--- src/rtl/uart_rx_sniffer.sv ---
// uart_rx_sniffer: 8N1 UART receiver with a small first-word-fall-through
// byte FIFO, frame-error pulse and sticky overflow flag.
//
// Output handshake: a byte is transferred on every rising clk edge where
// m_valid && m_ready; m_valid stays high and m_data stays stable until that
// happens, and m_valid never depends combinationally on m_ready.
module uart_rx_sniffer #(
    parameter int CLKS_PER_BIT = 20,
    parameter int FIFO_DEPTH   = 4
) (
    input  logic       clk,
    input  logic       resetn,
    input  logic       rx,
    output logic [7:0] m_data,
    output logic       m_valid,
    input  logic       m_ready,
    output logic       frame_err,
    output logic       overflow,
    input  logic       clr_overflow,
    output logic       busy,
    output logic [2:0] dbg_state
);

    localparam int AW = (FIFO_DEPTH > 1) ? $clog2(FIFO_DEPTH) : 1;

    localparam logic [15:0] HALF_LAST = 16'(CLKS_PER_BIT / 2 - 1);
    localparam logic [15:0] BIT_LAST  = 16'(CLKS_PER_BIT - 1);
    localparam logic [AW:0] FULL_CNT  = (AW + 1)'(FIFO_DEPTH);

    localparam logic [2:0] S_IDLE      = 3'd0;
    localparam logic [2:0] S_START     = 3'd1;
    localparam logic [2:0] S_DATA      = 3'd2;
    localparam logic [2:0] S_STOP      = 3'd3;
    localparam logic [2:0] S_WAIT_HIGH = 3'd4;

    // Synchronizer and start-edge qualification
    logic       rx_meta_q;
    logic       rx_s_q;
    logic [1:0] sync_vld_q;
    logic       rx_high_q;
    logic       start_edge;

    // Receiver FSM
    logic [2:0]  state_q, state_d;
    logic [15:0] cnt_q, cnt_d;
    logic [2:0]  idx_q, idx_d;
    logic [7:0]  shift_q, shift_d;
    logic        push;
    logic        frame_err_q, frame_err_d;

    // FIFO
    logic [7:0]  mem_q [FIFO_DEPTH];
    logic [AW-1:0] wr_ptr_q, rd_ptr_q;
    logic [AW:0] count_q, count_d;
    logic        full;
    logic        pop;
    logic        wr_en;
    logic        overflow_q, overflow_d;

    // rx_s is only trusted once real line samples have flushed the reset
    // value out of the synchronizer, so a line held low through reset
    // release can never look like a start edge.
    assign start_edge = sync_vld_q[1] & rx_high_q & ~rx_s_q;

    // Two-flop synchronizer plus "line was high last cycle" tracker
    always_ff @(posedge clk or negedge resetn) begin
        if (!resetn) begin
            rx_meta_q  <= 1'b1;
            rx_s_q     <= 1'b1;
            sync_vld_q <= 2'b00;
            rx_high_q  <= 1'b0;
        end else begin
            rx_meta_q  <= rx;
            rx_s_q     <= rx_meta_q;
            sync_vld_q <= {sync_vld_q[0], 1'b1};
            rx_high_q  <= sync_vld_q[1] & rx_s_q;
        end
    end

    // Next-state logic: mid-bit sampling driven by one bit counter
    always_comb begin
        state_d     = state_q;
        cnt_d       = cnt_q;
        idx_d       = idx_q;
        shift_d     = shift_q;
        push        = 1'b0;
        frame_err_d = 1'b0;
        case (state_q)
            S_IDLE: begin
                if (start_edge) begin
                    state_d = S_START;
                    cnt_d   = 16'd0;
                end
            end
            S_START: begin
                if (cnt_q == HALF_LAST) begin
                    cnt_d = 16'd0;
                    idx_d = 3'd0;
                    state_d = rx_s_q ? S_IDLE : S_DATA;
                end else begin
                    cnt_d = cnt_q + 16'd1;
                end
            end
            S_DATA: begin
                if (cnt_q == BIT_LAST) begin
                    cnt_d          = 16'd0;
                    shift_d[idx_q] = rx_s_q;
                    if (idx_q == 3'd7) begin
                        idx_d   = 3'd0;
                        state_d = S_STOP;
                    end else begin
                        idx_d = idx_q + 3'd1;
                    end
                end else begin
                    cnt_d = cnt_q + 16'd1;
                end
            end
            S_STOP: begin
                if (cnt_q == BIT_LAST) begin
                    cnt_d = 16'd0;
                    if (rx_s_q) begin
                        push    = 1'b1;
                        state_d = S_IDLE;
                    end else begin
                        frame_err_d = 1'b1;
                        state_d     = S_WAIT_HIGH;
                    end
                end else begin
                    cnt_d = cnt_q + 16'd1;
                end
            end
            S_WAIT_HIGH: begin
                if (rx_s_q) begin
                    state_d = S_IDLE;
                end
            end
            default: begin
                state_d = S_IDLE;
                cnt_d   = 16'd0;
                idx_d   = 3'd0;
            end
        endcase
    end

    // Receiver state registers
    always_ff @(posedge clk or negedge resetn) begin
        if (!resetn) begin
            state_q     <= S_IDLE;
            cnt_q       <= 16'd0;
            idx_q       <= 3'd0;
            shift_q     <= 8'h00;
            frame_err_q <= 1'b0;
        end else begin
            state_q     <= state_d;
            cnt_q       <= cnt_d;
            idx_q       <= idx_d;
            shift_q     <= shift_d;
            frame_err_q <= frame_err_d;
        end
    end

    // A push into a full FIFO only lands if a pop frees a slot that same edge
    assign full  = (count_q == FULL_CNT);
    assign pop   = m_valid & m_ready;
    assign wr_en = push & (~full | pop);

    // FIFO occupancy and sticky overflow (set beats clear)
    always_comb begin
        count_d = count_q;
        case ({wr_en, pop})
            2'b10:   count_d = count_q + (AW + 1)'(1);
            2'b01:   count_d = count_q - (AW + 1)'(1);
            default: count_d = count_q;
        endcase
        overflow_d = overflow_q;
        if (push && full && !pop) begin
            overflow_d = 1'b1;
        end else if (clr_overflow) begin
            overflow_d = 1'b0;
        end
    end

    // FIFO pointers and counters; pointers wrap naturally at FIFO_DEPTH
    always_ff @(posedge clk or negedge resetn) begin
        if (!resetn) begin
            wr_ptr_q   <= '0;
            rd_ptr_q   <= '0;
            count_q    <= '0;
            overflow_q <= 1'b0;
        end else begin
            if (wr_en) wr_ptr_q <= wr_ptr_q + AW'(1);
            if (pop)   rd_ptr_q <= rd_ptr_q + AW'(1);
            count_q    <= count_d;
            overflow_q <= overflow_d;
        end
    end

    // FIFO storage; contents are don't-care until written
    always_ff @(posedge clk) begin
        if (wr_en) begin
            mem_q[wr_ptr_q] <= shift_q;
        end
    end

    assign m_valid   = (count_q != '0);
    assign m_data    = m_valid ? mem_q[rd_ptr_q] : 8'h00;
    assign frame_err = frame_err_q;
    assign overflow  = overflow_q;
    assign busy      = (state_q != S_IDLE);
    assign dbg_state = state_q;

endmodule

--- config.mk ---
export PLATFORM = sky130hd
export DESIGN_NAME = uart_rx_sniffer
export DESIGN_NICKNAME = d
export VERILOG_FILES = /design/src/rtl/uart_rx_sniffer.sv
export SDC_FILE = /design/constraint.sdc
export NUM_CORES = 1
export LEC_CHECK = 0
export ABC_AREA = 0
export BUFFER_PORTS_ARGS = -buffer_cell sky130_fd_sc_hd__buf_2
export CAP_MARGIN = 20
export CORE_MARGIN = 2
export CORE_UTILIZATION = 65
export CTS_CLUSTER_DIAMETER = 200
export DETAILED_ROUTE_END_ITERATION = 16
export PLACE_DENSITY = 0.84
export SYNTH_ARGS = -nofsm -noshare
export SYNTH_HDL_FRONTEND = slang
export SYNTH_SLANG_ARGS = --single-unit
--- constraint.sdc ---
create_clock -name clk -period 7 [get_ports clk]
set_input_delay 0.7 -clock clk [delete_from_list [all_inputs] [get_ports clk]]
set_output_delay 0.7 -clock clk [all_outputs]
set_load 0.01 [all_outputs]
# == Yosys cells after proc, flatten, opt, wreduce, memory -nomap -nowiden ==
# Memories as Yosys holds them, arrays and structs flattened.
# Index checks and enable logic that the tools add are counted.
# word_totals
regBits,44
mem_bits_rw,32
inputBits,5
word_cells,95
memories,1
# mem_list
name,words,width,rd,rd_clocked_by_memory_dff,write_ports,line_no,rtl
mem_q,4,8,1,0,1,52,logic [7:0] mem_q [FIFO_DEPTH];
# classes
n_addsub,6
n_lt_le_gt_ge,2
n_eq_ne,16
n_mux,32
bitwise_logic,10
n_reduce_logical,15
# op_table
operator,count
one-hot mux 16 bit (4 select lines),1
2-to-1 mux 16 bit,3
2-to-1 mux 3 bit,10
"adder 16 x 1 -> 16 bit, second input constant",1
"equality test 16 x 4 -> 1 bit, second input constant",1
"equality test 16 x 5 -> 1 bit, second input constant",1
one-hot mux 3 bit (5 select lines),1
"!= test 2 bit, second input constant",6
2-to-1 mux 1 bit,11
"equality test 3 bit, second input constant",3
one-hot mux 3 bit (3 select lines),1
bitwise mux 8 bit,1
2-to-1 mux 8 bit,1
"adder 3 x 1 -> 3 bit, second input constant",2
"equality test 3 x 2 -> 1 bit, second input constant",2
one-hot mux 3 bit (2 select lines),1
AND reduction 6 bit,1
nonzero test 3 bit,2
AND 1 bit,5
"adder 2 x 1 -> 2 bit, second input constant",2
"less-than comparator 3 x 4 -> 1 bit, second input constant",1
inverter 1 bit,4
AND reduction 2 bit,2
nonzero test 2 bit,2
other kinds (14),16

# == Depth between registers and ports, before layout ==
# Gate-level depths: netlist of the first run.
# depth
depth_word,6
depth_mapped,10
ltp_nobuf,10

# == Worst setup path after synthesis of the first run ==
# No wires, ideal clock.
# synth_timing
path_type,reg2reg
from,register cnt_q[13]
to,register count_q[1]
setup_time_ps,94
t_arrival_ps,2473
slack_ps,4433
path_stages_with_launch,8
n_path_buf,0
cell_sequence,dfrtp_1 > or4_4 > nor4_2 > nand3_1 > nand3_1 > fa_1 > mux2_2 > a211oi_1
# synth_via
elab_chain_len,6
# synth_lines
item,line_no,rtl
"start, declared",45,"logic [15:0] cnt_q, cnt_d;"
"start signal, assigned",155,cnt_q <= cnt_d;
equality test 16 x 5 -> 1 bit (*),119,if (cnt_q == BIT_LAST) begin
2-to-1 mux 1 bit (*),119,
2-to-1 mux 1 bit (*),88,case (state_q)
AND 1 bit (*),165,assign wr_en = push & (~full | pop);
equality test 2 x 1 -> 1 bit or equality test 2 bit (tied branches),170,"case ({wr_en, pop})"
one-hot mux 3 bit (2 select lines) or nonzero test 2 bit (tied branches),n/a,
"end signal, assigned",193,count_q <= count_d;
"end, declared",54,"logic [AW:0] count_q, count_d;"
# Every way passes the cells marked *; elsewhere a longest branch is shown, timed or not.
# A chain may end at the register's enable or synchronous reset.

# == Worst setup path in the final report of the first run ==
# Ends and elaborated chain as after synthesis.

==> parameters.txt, run 1 <==
Parameter                              Value

Final layout
  Multi-input gate area ... 1510 um^2
  Fill cell total of the finished layout ... 398
  Area of all placed cells without fillers ... 4030 um^2
  Area taken by flip-flops and latches ... 2060 um^2
  Leading cell type in the layout, fill and taps excluded ... dfrtp_1
  Area growth, synth to finish ... 9.56%
  Number of antenna repair diodes ... 0
  Share of final-layout standard cells stronger than drive strength 1 ... 17.9%
  Net count of the finished layout ... 344
  Most used cells in the layout excluding fill and tap cells ... dfrtp_1 (42), edfxtp_1 (32), nand2_1 (21)

Floorplanning
  Initial Util ... 67.2%
  Die Ht ... 79.2 um
  Floorplan Core Area ... 5470 um^2
  Die width ... 79.2 um
  Die Outline Area ... 6270 um^2
  I/O pin cnt ... 20
  Row count ... 27

STA
  Post-layout min period ... 2810 ps
  Number of max-slew violations in the final report ... 0
  Period utilisation layout ... 40.1%
  Setup violations, final ... 0
  Final hold slack ... 345 ps
  Fmax ... 356 MHz
  Worst-case headroom to the max-slew limit ... 62.6%
  Post-Route Skew ... 7.26 ps
  Number of hold violations in the final report ... 0
  Tightest Pin Transition ... 561 ps
  RSZ-0062 raised after global routing ... no
  Setup total negative slack ... 0 ps

Clocking
  # resized after CTS ... 0
  Clock latency of the later-clocked register in the worst-skew pair ... 340 ps
  Clock root buffer master ... clkbuf_8
  CTS tree ... done
  CTS clock-pin slew for the worst setup and hold paths ... 70 ps
  Number of CTS-inserted buffers ... 9
  Hold-fix buffers, CTS ... 0
  Clock sink count ... 76
  Post-CTS setup buffer count ... 0
  CTS H-tree lvls ... 3
  Maximum buffer depth of the clock tree ... 2

Global route
  Global-route usage over all layers ... 26.0%
  Vias in the first global route ... 2351
  Initial antenna violation count ... 0
  Pin count of the biggest net entering global routing ... 45
  First-pass GRT wire length ... 12000 um
  Congestion Overflow GR ... 0

Route
  Routed via count divided by cell count ... 6.04
  Final wirelength ... 7050 um
  First DRT Iteration DRCs ... 123
  Remaining DRCs ... 0
  Detail Route Antenna Nets ... 0
  Number of detailed-routing iterations run before antenna repair ... 4
  Total vias in the final route ... 2458
  Wire length per cell after detailed routing ... 17.3 um

Critical path
  Critical-path cell with the highest stage delay ... or4_4
  Kind of launch point of the worst setup path ... register
  Arrival time of the worst setup path ... 3050 ps
  Largest stage delay on the critical path ... 590 ps
  Largest fanout of any net on the critical path ... 5
  CP cell instances ... or4_4 > nor4_2 > nand3_1 > nand3_1 > fa_1 > mux2_2 > a211oi_1
  Endpoint type of the worst setup path ... register
  Cell occurring most often along the worst timing path ... nand3_1
  Critical path class ... register to register
  Required time reported for the critical path endpoint ... 7240 ps

Synthesis
  Primary flip-flop cell chosen by synthesis mapping ... dfrtp_1
  Portion of the post-synthesis area used by sequential elements ... 56.2%
  Unique cell type count in the Yosys netlist ... 49
  Count of warnings emitted by yosys ... 0
  Gate count of the mapped netlist ... 311
  Number of synthesized flops with an enable pin ... 32
  Syn Nets ... 325
  Share of flip-flops with an asynchronous set or reset after synthesis ... 57.9%
  Flop and latch count out of synthesis ... 76
  Cell area after synthesis ... 3680 um^2
  Post-Synthesis Mean Instance Area ... 11.8 um^2

Placement
  Final HPWL from detailed placement ... 4820 um
  Port Buffer Count ... 19
  Final weighted congestion in routability-driven placement ... 0.884
  Dpl cell area ... 3820 um^2

Job
  Maxcap violations ... 0

Status
  Status ... completed

Power and ir drop
  Peak supply drop ... 0.000255 V
  Overall power consumption ... 0.00109 W
  Leak ... 1.68 nW
  Ratio of total power to cell area ... 271 nW/um^2

Hold path
  Classification of the worst-slack hold path ... primary input to asynchronous set/reset pin
## power breakdown
group          internal, W  leakage, nW  switching [W]
logic             0.000104        0.702      0.0000843
clock network     0.000163       0.0947       0.000148
registers         0.000508        0.887      0.0000825
## cell usage after synthesis (9+ instances only)
cell      number  area [um^2]
o21ai_1       11         55.1
dfrtp_1       42         1050
nand2_1       21         78.8
edfxtp_1      32          961
inv_1         11         41.3
nor2_1        14         52.6
nor3_1        10         50.1
nand3_1       16         80.1
clkbuf_1       9         33.8
a21oi_1       15         75.1
nand2b_1      10         62.6
and2_1        15         93.8
## path summary, 6_finish.rpt
path,depth (start not counted),start,endpoint,slack [ps]
setup / recovery,7,cnt_q[13]$_DFFE_PN0P_,count_q[1]$_DFFE_PN0P_,4190
min in group clk,0,sync_vld_q[0]$_DFF_PN0_,sync_vld_q[1]$_DFF_PN0_,350
hold / removal,1,resetn,wr_ptr_q[0]$_DFFE_PN0P_,340
hold reg to reg,0,sync_vld_q[0]$_DFF_PN0_,sync_vld_q[1]$_DFF_PN0_,350
max in group asynchronous,2,resetn,shift_q[3]$_DFFE_PN0P_,6150
setup reg to reg,7,cnt_q[13]$_DFFE_PN0P_,count_q[1]$_DFFE_PN0P_,4190
## kinds of logic after synthesis
kind of cell / count (synthesis) / share of synthesized area, %
AND/OR/NAND/NOR: 122 / 19.4
other: 1 / 0.102
buffers and inverters: 25 / 2.89
AO/OA/AOI/OAI: 55 / 8.95
adder cells (fa/ha/maj): 9 / 3.27
XOR/XNOR: 3 / 0.715
multiplexers: 20 / 8.51
flip-flops: 76 / 56.2
## layer usage
metal | share of wire [%] | GRT usage (%)
met3 | 3.4 | 6.25
met1 | 41 | 33.1
met4 | 1.6 | 8.79
met2 | 54 | 43.8
met5 | 0 | 0
## metrics by stage
stage	setup slack [ps]	util (%)	std cells
final	4190	73.6	407
after global routing	4000	73.6	407
after CTS	4170	73.1	406
after detailed placement	4160	69.7	390
after global placement	4340	69.7	390
after floorplan	4430	-	311
## critical path, delay by kind of cell, from the launching register on
kind	cells	cell delay, ps
compound gates	1	240
fa+ha+maj	1	450
flops	1	420
mux	1	280
simple gates	4	1310
## layout make-up
cell class                      count  area share [%]
Clock inverter                      5            1.30
Sequential cell                    76            51.3
Tap cell                           72            2.24
Multi-Input combinational cell    210            37.5
Timing Repair Buffer               22            3.42
Inverter                           11            1.03
Clock buffer                       11            3.26
## state kept, by name, indices dropped and copies added, names as in the netlist, 3 cells and up
name and count:
mem_q 32, count_q 3, cnt_q 16, dbg_state 3
idx_q 3, shift_q 8
(Power assumes the default switching activity.)
==> run 2, diff against run 1 <==
--- a/config.mk
+++ b/config.mk
@@ -9,10 +9,10 @@
 export BUFFER_PORTS_ARGS = -buffer_cell sky130_fd_sc_hd__buf_2
 export CAP_MARGIN = 20
 export CORE_MARGIN = 2
-export CORE_UTILIZATION = 65
+export CORE_UTILIZATION = 55
 export CTS_CLUSTER_DIAMETER = 200
 export DETAILED_ROUTE_END_ITERATION = 16
-export PLACE_DENSITY = 0.84
+export PLACE_DENSITY = 0.76
 export SYNTH_ARGS = -nofsm -noshare
 export SYNTH_HDL_FRONTEND = slang
 export SYNTH_SLANG_ARGS = --single-unit
==> constraint.sdc (replaced) <==
create_clock -name clk -period 2.5 [get_ports clk]
set_input_delay 0.25 -clock clk [delete_from_list [all_inputs] [get_ports clk]]
set_output_delay 0.25 -clock clk [all_outputs]
set_load 0.01 [all_outputs]
==> parameters.txt, run 2 (synthesis results as in run 1) <==
Parameter                              Value

STA
  Fmax ... 394 MHz
  Post-layout min period ... 2540 ps
  Tightest Pin Transition ... 605 ps
  Period utilisation layout ... 102%
  Number of max-slew violations in the final report ... 0
  Setup violations, final ... 1
  Post-Route Skew ... 8.02 ps
  Final hold slack ... 187 ps
  Final setup margin ... -39.6 ps
  RSZ-0062 raised after global routing ... yes
  Number of hold violations in the final report ... 0
  Worst-case headroom to the max-slew limit ... 59.7%

Route
  Routed via count divided by cell count ... 5.77
  Highest routed metal layer ... met4
  Remaining DRCs ... 2
  Detail Route Antenna Nets ... 0
  Met3 WL post-DR ... 287 um
  Final wirelength ... 7180 um
  Metal1 wirelength ... 3150 um
  Wire length per cell after detailed routing ... 16.0 um
  DR WL met2 ... 3690 um
  Total vias in the final route ... 2583
  Number of detailed-routing iterations run before antenna repair ... 11
  First DRT Iteration DRCs ... 161

Power and ir drop
  Switching portion of total power ... 30.1%
  Power Internal ... 0.00228 W
  Clock network power share ... 28.8%
  Proportion of power drawn by flip-flops and latches ... 48.6%
  Leak ... 1.88 nW
  Total net switching power ... 0.000985 W
  Combinational share of power ... 22.5%
  Peak supply drop ... 0.000510 V
  Ratio of total power to cell area ... 743 nW/um^2

Floorplanning
  Row count ... 29
  Die Ht ... 85.8 um
  Initial Util ... 57.2%
  Die Outline Area ... 7350 um^2
  Die width ... 85.8 um
  Floorplan Core Area ... 6420 um^2
  I/O pin cnt ... 20

Final layout
  Area taken by flip-flops and latches ... 2060 um^2
  Share of final-layout standard cells stronger than drive strength 1 ... 27.5%
  Area growth, synth to finish ... 19.7%
  Max reg flops ... 32
  Register bank with the most flops ... mem_q
  Largest registers ranked by flip-flop count ... mem_q (32), cnt_q (16), shift_q (8)
  Multi-input gate area ... 1550 um^2
  Leading cell type in the layout, fill and taps excluded ... dfrtp_1
  Fill cell total of the finished layout ... 478
  Most used cells in the layout excluding fill and tap cells ... dfrtp_1 (42), buf_4 (33), edfxtp_1 (32)
  Net count of the finished layout ... 380
  Number of antenna repair diodes ... 0

Global route
  Vias in the first global route ... 2503
  Pin count of the biggest net entering global routing ... 45
  Congestion Overflow GR ... 0
  Initial antenna violation count ... 0
  First-pass GRT wire length ... 12000 um
  Global-route usage over all layers ... 21.2%

Placement
  Final weighted congestion in routability-driven placement ... 0.783
  Pre-CTS setup slack ... -20.5 ps
  Final HPWL from detailed placement ... 4980 um
  Port Buffer Count ... 19

Hold path
  Classification of the worst-slack hold path ... primary input to register

Clocking
  Number of CTS-inserted buffers ... 9
  CTS clock-pin slew for the worst setup and hold paths ... 80 ps
  CTS tree ... done
  Clock root buffer master ... clkbuf_8
  Clock latency of the later-clocked register in the worst-skew pair ... 350 ps
  CTS H-tree lvls ... 3
  Maximum buffer depth of the clock tree ... 2
  Clock sink count ... 76

Job
  Maxcap violations ... 0

Critical path
  Kind of launch point of the worst setup path ... register
  Register-to-register path setup slack ... -40 ps
  Required time reported for the critical path endpoint ... 2760 ps
  Arrival time of the worst setup path ... 2800 ps
  Crit path launch ... cnt_q[9]$_DFFE_PN0P_
  Largest fanout of any net on the critical path ... 3
  Worst R2R Start ... cnt_q[9]$_DFFE_PN0P_
  R2r worst-path depth ... 7
  Reg2reg end ... count_q[1]$_DFFE_PN0P_
  Endpoint type of the worst setup path ... register
  Endpoint of the most critical setup path ... count_q[1]$_DFFE_PN0P_
  Critical path class ... register to register

Status
  Status ... finished, violations left
  Failing checks ... DRC, setup timing
run 2: changes by cell type in the layout (fill, tap and decap cells not counted), sizes merged:
cell,delta
clkbuf,-1
clkinv,-2
buf,+34
inv,+2
clkinvlp,+1
dlygate4sd3,+2
run 2: what timing repair did:
item	CTS	global route
resized for setup	0	5
pin swaps	5	5
hold endpoints to repair	1	18
hold buffers	1	1
setup buffers	2	2
endpoints found under the setup margin	1	6
run 2: final cells by class:
type	count	share of cell area, %
Clock buffer	10	2.90
Clock inverter	6	1.65
Inverter	11	0.938
Multi-Input combinational cell	210	35.2
Sequential cell	76	46.9
Tap cell	77	2.19
Timing Repair Buffer	58	10.2
run 2: per-stage QoR:
stage / cells / util, % / TNS (ps) / area (um^2) / power (W)
after global routing: 448 / 68.5 / -165 / 4400 / 0.00343
after CTS: 444 / 67.4 / 0 / 4330 / 0.00327
after detailed placement: 425 / 63.9 / -20.5 / 4100 / 0.00233
final: 448 / 68.5 / -39.6 / 4400 / 0.00327
after global placement: 425 / 63.9 / 0 / 4100 / 0.00229
after floorplan: 311 / - / -15.1 / 3690 / 0.00208
run 2: worst max-delay path, cell delays in order (launching register included):
cell	delay (ps)
dfrtp_1	400
or4_4	570
nor4_4	330
nand3_2	120
nand3_2	110
fa_1	460
mux2_4	290
a211oi_2	180
run 2: per-layer routing:
metal / vias to the layer above / track usage (%)
met5: - / 0
met2: 62 / 36.4
met4: 0 / 7.50
met3: 5 / 4.14
met1: 1255 / 27.0
li1: 1261 / -
run 2: worst min-delay path by stage:
stage | startpoint | cells after the start | end
floorplan | resetn | 0 | cnt_q[0]$_DFFE_PN0P_
global placement | sync_vld_q[0]$_DFF_PN0_ | 0 | sync_vld_q[1]$_DFF_PN0_
detailed placement | sync_vld_q[0]$_DFF_PN0_ | 0 | sync_vld_q[1]$_DFF_PN0_
CTS | resetn | 1 | cnt_q[0]$_DFFE_PN0P_
global route | clr_overflow | 3 | overflow$_DFFE_PN0P_
finish | clr_overflow | 3 | overflow$_DFFE_PN0P_
run 2: power by group through the flow:
stage | logic [W] | registers, W | clock network [W]
floorplan | 0.000544 | 0.00153 | 0
global placement | 0.000680 | 0.00161 | 0
detailed placement | 0.000711 | 0.00162 | 0
CTS | 0.000720 | 0.00159 | 0.000959
global route | 0.000803 | 0.00161 | 0.00101
finish | 0.000737 | 0.00159 | 0.000943
